**config.mk**
```make
export PLATFORM = sky130hd
export DESIGN_NAME = usxgmii_width_gearbox_flat
export DESIGN_NICKNAME = d
export VERILOG_FILES = /design/src/rtl/usxgmii_width_gearbox_if.sv /design/src/rtl/usxgmii_width_gearbox.sv /design/src/flat_wrapper.sv
export SDC_FILE = /design/constraint.sdc
export NUM_CORES = 1
export LEC_CHECK = 0
export ABC_AREA = 1
export BUFFER_PORTS_ARGS = -buffer_cell sky130_fd_sc_hd__buf_4
export CAP_MARGIN = 20
export CORE_ASPECT_RATIO = 1.4
export CORE_MARGIN = 2
export CORE_UTILIZATION = 32
export CTS_CLUSTER_DIAMETER = 100
export DETAILED_ROUTE_END_ITERATION = 10
export SYNTH_ARGS = -nofsm -noshare
export SYNTH_HDL_FRONTEND = slang
export SYNTH_SLANG_ARGS = --single-unit
```
**constraint.sdc**
```tcl
create_clock -name i_clock -period 1.2 [get_ports i_clock]
set_input_delay 0.24 -clock i_clock [delete_from_list [all_inputs] [get_ports i_clock]]
set_output_delay 0.24 -clock i_clock [all_outputs]
set_load 0.1 [all_outputs]
```
**src/rtl/usxgmii_width_gearbox_if.sv**
```systemverilog
// Bus bundle for usxgmii_width_gearbox: narrow USXGMII-side input word
// and the packed wide XGMII-side output word plus the pad counter.
// master: stream source / consumer side; slave: gearbox side.
interface usxgmii_width_gearbox_if #(
  parameter int unsigned p_in_bytes = 4,
  parameter int unsigned p_ratio    = 2
);
  logic                                i_usxgmii_valid;
  logic [p_in_bytes-1:0]               i_usxgmii_control;
  logic [8*p_in_bytes-1:0]             i_usxgmii_data;
  logic                                o_xgmii_valid;
  logic [p_in_bytes*p_ratio-1:0]       o_xgmii_control;
  logic [8*p_in_bytes*p_ratio-1:0]     o_xgmii_data;
  logic [15:0]                         o_pad_count;

  modport master (
    output i_usxgmii_valid, i_usxgmii_control, i_usxgmii_data,
    input  o_xgmii_valid, o_xgmii_control, o_xgmii_data, o_pad_count
  );

  modport slave (
    input  i_usxgmii_valid, i_usxgmii_control, i_usxgmii_data,
    output o_xgmii_valid, o_xgmii_control, o_xgmii_data, o_pad_count
  );
endinterface

```
**src/rtl/usxgmii_width_gearbox.sv**
```systemverilog
// USXGMII -> XGMII width gearbox: packs p_ratio accepted input words into
// one wide output word, lane 0 / slot 0 in the LSBs, 1-cycle latency.
// Optional start alignment (macro USXGMII_GEARBOX_START_ALIGN_EN): a start
// character landing in a non-zero slot closes the current word with Idle
// padding and restarts packing with the start word in slot 0.
module usxgmii_width_gearbox #(
  parameter int unsigned p_in_bytes = 4,
  parameter int unsigned p_ratio    = 2
) (
  input logic                    i_clock,
  input logic                    i_reset,
  usxgmii_width_gearbox_if.slave bus
);
  localparam int unsigned lane_w  = 8 * p_in_bytes;
  localparam int unsigned word_w  = lane_w * p_ratio;
  localparam int unsigned ctrl_w  = p_in_bytes * p_ratio;
  localparam int unsigned phase_w = (p_ratio > 2) ? 2 : 1;
  localparam logic [phase_w-1:0] last_phase = phase_w'(p_ratio - 1);
  localparam logic [lane_w-1:0]  idle_lane  = {p_in_bytes{8'h07}};
  localparam logic [word_w-1:0]  idle_word  = {ctrl_w{8'h07}};

  logic [phase_w-1:0] phase;
  logic [word_w-1:0]  acc_data;
  logic [ctrl_w-1:0]  acc_ctrl;
  logic               out_valid;
  logic [word_w-1:0]  out_data;
  logic [ctrl_w-1:0]  out_ctrl;
  logic [word_w-1:0]  merged_data;
  logic [ctrl_w-1:0]  merged_ctrl;

  // Partial word with the current input dropped into the slot at phase.
  always_comb begin
    merged_data = acc_data;
    merged_ctrl = acc_ctrl;
    for (int unsigned s = 0; s < p_ratio; s++) begin
      if (s == 32'(phase)) begin
        merged_data[s*lane_w +: lane_w]         = bus.i_usxgmii_data;
        merged_ctrl[s*p_in_bytes +: p_in_bytes] = bus.i_usxgmii_control;
      end
    end
  end

`ifdef USXGMII_GEARBOX_START_ALIGN_EN
  logic [15:0]       pad_count;
  logic              is_start;
  logic [word_w-1:0] pad_data;
  logic [ctrl_w-1:0] pad_ctrl;

  assign is_start = bus.i_usxgmii_control[0] && (bus.i_usxgmii_data[7:0] == 8'hFB);

  // Partial word with every slot from phase upward replaced by Idle.
  always_comb begin
    pad_data = acc_data;
    pad_ctrl = acc_ctrl;
    for (int unsigned s = 0; s < p_ratio; s++) begin
      if (s >= 32'(phase)) begin
        pad_data[s*lane_w +: lane_w]         = idle_lane;
        pad_ctrl[s*p_in_bytes +: p_in_bytes] = '1;
      end
    end
  end

  assign bus.o_pad_count = pad_count;
`else
  assign bus.o_pad_count = '0;
`endif

  // Slot sequencing, output word register and pad counter.
  always_ff @(posedge i_clock) begin
    if (i_reset) begin
      phase     <= '0;
      acc_data  <= idle_word;
      acc_ctrl  <= '1;
      out_valid <= 1'b0;
      out_data  <= idle_word;
      out_ctrl  <= '1;
`ifdef USXGMII_GEARBOX_START_ALIGN_EN
      pad_count <= '0;
`endif
    end else begin
      out_valid <= 1'b0;
      if (bus.i_usxgmii_valid) begin
`ifdef USXGMII_GEARBOX_START_ALIGN_EN
        // Misaligned start takes priority; otherwise fall into normal packing.
        if (is_start && phase != '0) begin
          out_valid              <= 1'b1;
          out_data               <= pad_data;
          out_ctrl               <= pad_ctrl;
          acc_data[lane_w-1:0]   <= bus.i_usxgmii_data;
          acc_ctrl[p_in_bytes-1:0] <= bus.i_usxgmii_control;
          phase                  <= phase_w'(1);
          if (pad_count != '1) begin
            pad_count <= pad_count + 16'd1;
          end
        end else
`endif
        if (phase == last_phase) begin
          out_valid <= 1'b1;
          out_data  <= merged_data;
          out_ctrl  <= merged_ctrl;
          phase     <= '0;
        end else begin
          acc_data <= merged_data;
          acc_ctrl <= merged_ctrl;
          phase    <= phase + phase_w'(1);
        end
      end
    end
  end

  assign bus.o_xgmii_valid   = out_valid;
  assign bus.o_xgmii_data    = out_data;
  assign bus.o_xgmii_control = out_ctrl;
endmodule

```
**src/flat_wrapper.sv**
```systemverilog
// flat-port wrapper written by rule: the top's interface ports become plain ports
module usxgmii_width_gearbox_flat 
#(
  parameter int unsigned p_in_bytes = 4,
  parameter int unsigned p_ratio    = 2
)
  (i_clock, i_reset, bus_i_usxgmii_valid, bus_i_usxgmii_control, bus_i_usxgmii_data, bus_o_xgmii_valid, bus_o_xgmii_control, bus_o_xgmii_data, bus_o_pad_count);
  usxgmii_width_gearbox_if #(.p_in_bytes(p_in_bytes), .p_ratio(p_ratio)) bus_i ();
  input logic i_clock;
  input logic i_reset;
  input wire logic [$bits(bus_i.i_usxgmii_valid)-1:0] bus_i_usxgmii_valid;
  input wire logic [$bits(bus_i.i_usxgmii_control)-1:0] bus_i_usxgmii_control;
  input wire logic [$bits(bus_i.i_usxgmii_data)-1:0] bus_i_usxgmii_data;
  output wire logic [$bits(bus_i.o_xgmii_valid)-1:0] bus_o_xgmii_valid;
  output wire logic [$bits(bus_i.o_xgmii_control)-1:0] bus_o_xgmii_control;
  output wire logic [$bits(bus_i.o_xgmii_data)-1:0] bus_o_xgmii_data;
  output wire logic [$bits(bus_i.o_pad_count)-1:0] bus_o_pad_count;
  assign bus_i.i_usxgmii_valid = bus_i_usxgmii_valid;
  assign bus_i.i_usxgmii_control = bus_i_usxgmii_control;
  assign bus_i.i_usxgmii_data = bus_i_usxgmii_data;
  assign bus_o_xgmii_valid = bus_i.o_xgmii_valid;
  assign bus_o_xgmii_control = bus_i.o_xgmii_control;
  assign bus_o_xgmii_data = bus_i.o_xgmii_data;
  assign bus_o_pad_count = bus_i.o_pad_count;
  usxgmii_width_gearbox #(.p_in_bytes(p_in_bytes), .p_ratio(p_ratio)) u_core (.i_clock(i_clock), .i_reset(i_reset), .bus(bus_i));
endmodule
```
==> results.json <==
{
  "clkTransAtPathRegs_ns": 0.07,
  "cts.sinks": 110,
  "fin_crit_ns": 1.174,
  "grt_max_degree": 40,
  "grt_pass1_vias": 3569,
  "grt_first_pass_wirelength_um": 16880,
  "synth_area_mm2": 0.004209,
  "finalPower_mw": 9.213,
  "firstDrtPassIters": 4,
  "finalNetCount": 680,
  "setup_ws_ns": 0.02564,
  "max-vdd-ir-drop_mv": 0.8184,
  "crit_chain": "buf_8",
  "ff2ff_setup_slack_ns": 0.10,
  "row_count": 49,
  "period_share_pct": 97.86,
  "timing.rr.end": "u_core.bus.o_xgmii_data[6]",
  "gr-total-overflow": 0,
  "end_kind": "output pin",
  "wire_per_inst_um": 12.84,
  "postCtsSetupBuffers": 0,
  "place_area_mm2": 0.005164,
  "grt_use_total_pct": 14.75,
  "fp.dieW_um": 100.9,
  "initial_core_util_pct": 32.69,
  "yosys.area.top_type": "dfxtp_1",
  "crit_path_start": "u_core.bus.o_xgmii_data[49]",
  "startpoint_type": "flip-flop",
  "reg2regPathDepth": 5,
  "gp_congestion": 0.7494,
  "worst_ep_required_time_ns": 0.96,
  "cts_buffers": 9,
  "hold_slack_ns": 0.09259,
  "avgSynthCellArea_um2": 7.809,
  "cts_max_path_buffers": 2,
  "cp_slowest_stage_delay_ns": 0.38,
  "drtIter0Drc": 116,
  "die_y_um": 139.7,
  "synth_seq_cells": 110,
  "cpMaxStageDelayCell": "dfxtp_1",
  "core_area_mm2": 0.01287,
  "ys_seq_area_share_pct": 52.32,
  "antenna_cells": 0,
  "synth_cells": 539,
  "cts_hold_buf": 0,
  "root_buffer": "clkbuf_16",
  "hpwl_um": 7216,
  "arrival_ns": 0.93,
  "synth_top_area_share_pct": 52.32,
  "routed_wl_um": 10260,
  "critPathMaxFanout": 2,
  "min_path_type": "input port to flip-flop",
  "drive_gt1_share_pct": 32.82,
  "ios": 128,
  "pre_cts_ws_ns": 0.07343,
  "drc_errors": 0,
  "finClkSkew_ns": 0.004613,
  "final_max_slew_viol_count": 0,
  "antenna_found_initial": 0,
  "worstSetupEndpoint": "bus_o_xgmii_data[49]",
  "netlist_top_cells_area": "dfxtp_1 52%, nand2_1 15%, nand3_1 15%, buf_6 4.0%, buf_4 3.9%",
  "ys_warn_count": 0,
  "finalHoldViolCount": 0,
  "crit_type": "flip-flop to output pin",
  "p_per_area_mw_per_mm2": 1545,
  "routed_via_density": 4.593,
  "io_buffers": 111,
  "clock_latency_ns": 0.34,
  "maxCapViolations": 0,
  "cts_htree_levels": 3,
  "die_area_mm2": 0.01410,
  "vias": 3670,
  "status": "completed",
  "final_cell_area_mm2": 0.005963,
  "p_leak_nw": 2.988,
  "crit_family": "flip-flops",
  "synth_cell_types": 15,
  "r2r_start": "u_core.phase",
  "crit_cells": 1,
  "critical_path_buf_inv_count": 1,
  "ant_nets": 0,
  "synthToLayoutAreaGrowth_pct": 41.68,
  "cts_tree": "done",
  "fmax_ghz": 0.8515,
  "setup_viol": 0
}
what timing repair did:
item / CTS / global route
hold endpoints to repair: 0 / 0
endpoints found under the setup margin: 72 / 28
gates resized for setup: 78 / 54
gates cloned: 0 / 0
pin swaps: 0 / 0
synthesized netlist by cell type:
library cell  instances
nand2_1             172
dfxtp_1             110
buf_6                15
nand3_1             124
buf_2                 8
clkbuf_1              5
a21oi_1               1
nand2_2              11
buf_4                22
buf_1                 4
inv_2                 2
nor2_1               41
inv_1                22
nor2_4                1
conb_1                1
worst min-delay path, cell delays in order:
cell	delay (ns)
buf_4	0.09
nand2_2	0.04
nand2_1	0.04
how the worst min path moves through the flow:
| stage | startpoint | end | slack (ns) | cells after the start |
|---|---|---|---|---|
| 2_1_floorplan | bus_i_usxgmii_data[6] | u_core.bus.o_xgmii_data[38] | 0.34 | 2 |
| 3_3_place_gp | u_core.acc_data[22] | u_core.bus.o_xgmii_data[22] | 0.42 | 2 |
| 3_5_place_dp | u_core.acc_data[4] | u_core.bus.o_xgmii_data[4] | 0.43 | 2 |
| 4_1_cts | bus_i_usxgmii_data[5] | u_core.bus.o_xgmii_data[37] | 0.08 | 3 |
| 5_1_grt | bus_i_usxgmii_data[5] | u_core.bus.o_xgmii_data[37] | 0.09 | 3 |
| 6_report | bus_i_usxgmii_data[15] | u_core.bus.o_xgmii_data[47] | 0.09 | 3 |
cells by family (layout without fill, tap and decap cells):
family                 Yosys count  in the layout  share of synthesized area (%)
AND/OR/NAND/NOR                349            349                          35.64
other                            1             16                        0.08909
flip-flops                     110            110                          52.32
buffers and inverters           78            170                          11.83
AO/OA/AOI/OAI                    1              1                         0.1188
area by class of cell:
class                           instances  area (um^2)
Fill cell                            1237         6912
Sequential cell                       110         2267
Tap cell                              153        191.4
Clock buffer                           11        252.7
Timing Repair Buffer                  130         1539
Multi-Input combinational cell        366         1565
Inverter                               24        91.34
Clock inverter                          5        56.30
per-stage QoR:
step	setup TNS, ns	utilization [%]	cells
after floorplan	0	-	554
after detailed placement	0	40.11	783
after global placement	0	40.11	783
after global routing	-0.02548	46.32	799
after CTS	0	44.79	799
final	0	46.32	799
cells in the final DEF, fill, tap and decap left out:
cell type	count
nand2_1	172
nand3_1	124
dfxtp_1	58
dfxtp_2	52
buf_4	50
buf_6	46
nor2_1	41
buf_12	27
inv_1	22
conb_1	16
nand2_2	11
clkbuf_16	9
buf_8	7
clkinv_2	3
clkbuf_8	2
nor2_4	1
inv_2	1
a21oi_1	1
inv_6	1
clkinvlp_4	1
bufinv_16	1
power breakdown:
part	switching, mW	total [mW]	internal, mW
logic	1.52	2.14	0.618
clock network	1.30	3.04	1.73
registers	0.156	4.04	3.88
flip-flops by register name, indices dropped and copies added (netlist names):
name,count
u_core.bus.o_xgmii_valid,1
u_core.phase,1
u_core.acc_ctrl,4
u_core.bus.o_xgmii_data,64
u_core.acc_data,32
u_core.bus.o_xgmii_control,8
metal layers:
layer  wire [um]  global-route usage [%]  up-vias
li1            -                       -     1868
met1        4476                   18.08     1699
met2        5200                   25.47       92
met3         443                   3.114       11
met4         138                   4.836        0
met5           0                       0        -
(Power assumes the default switching activity.)
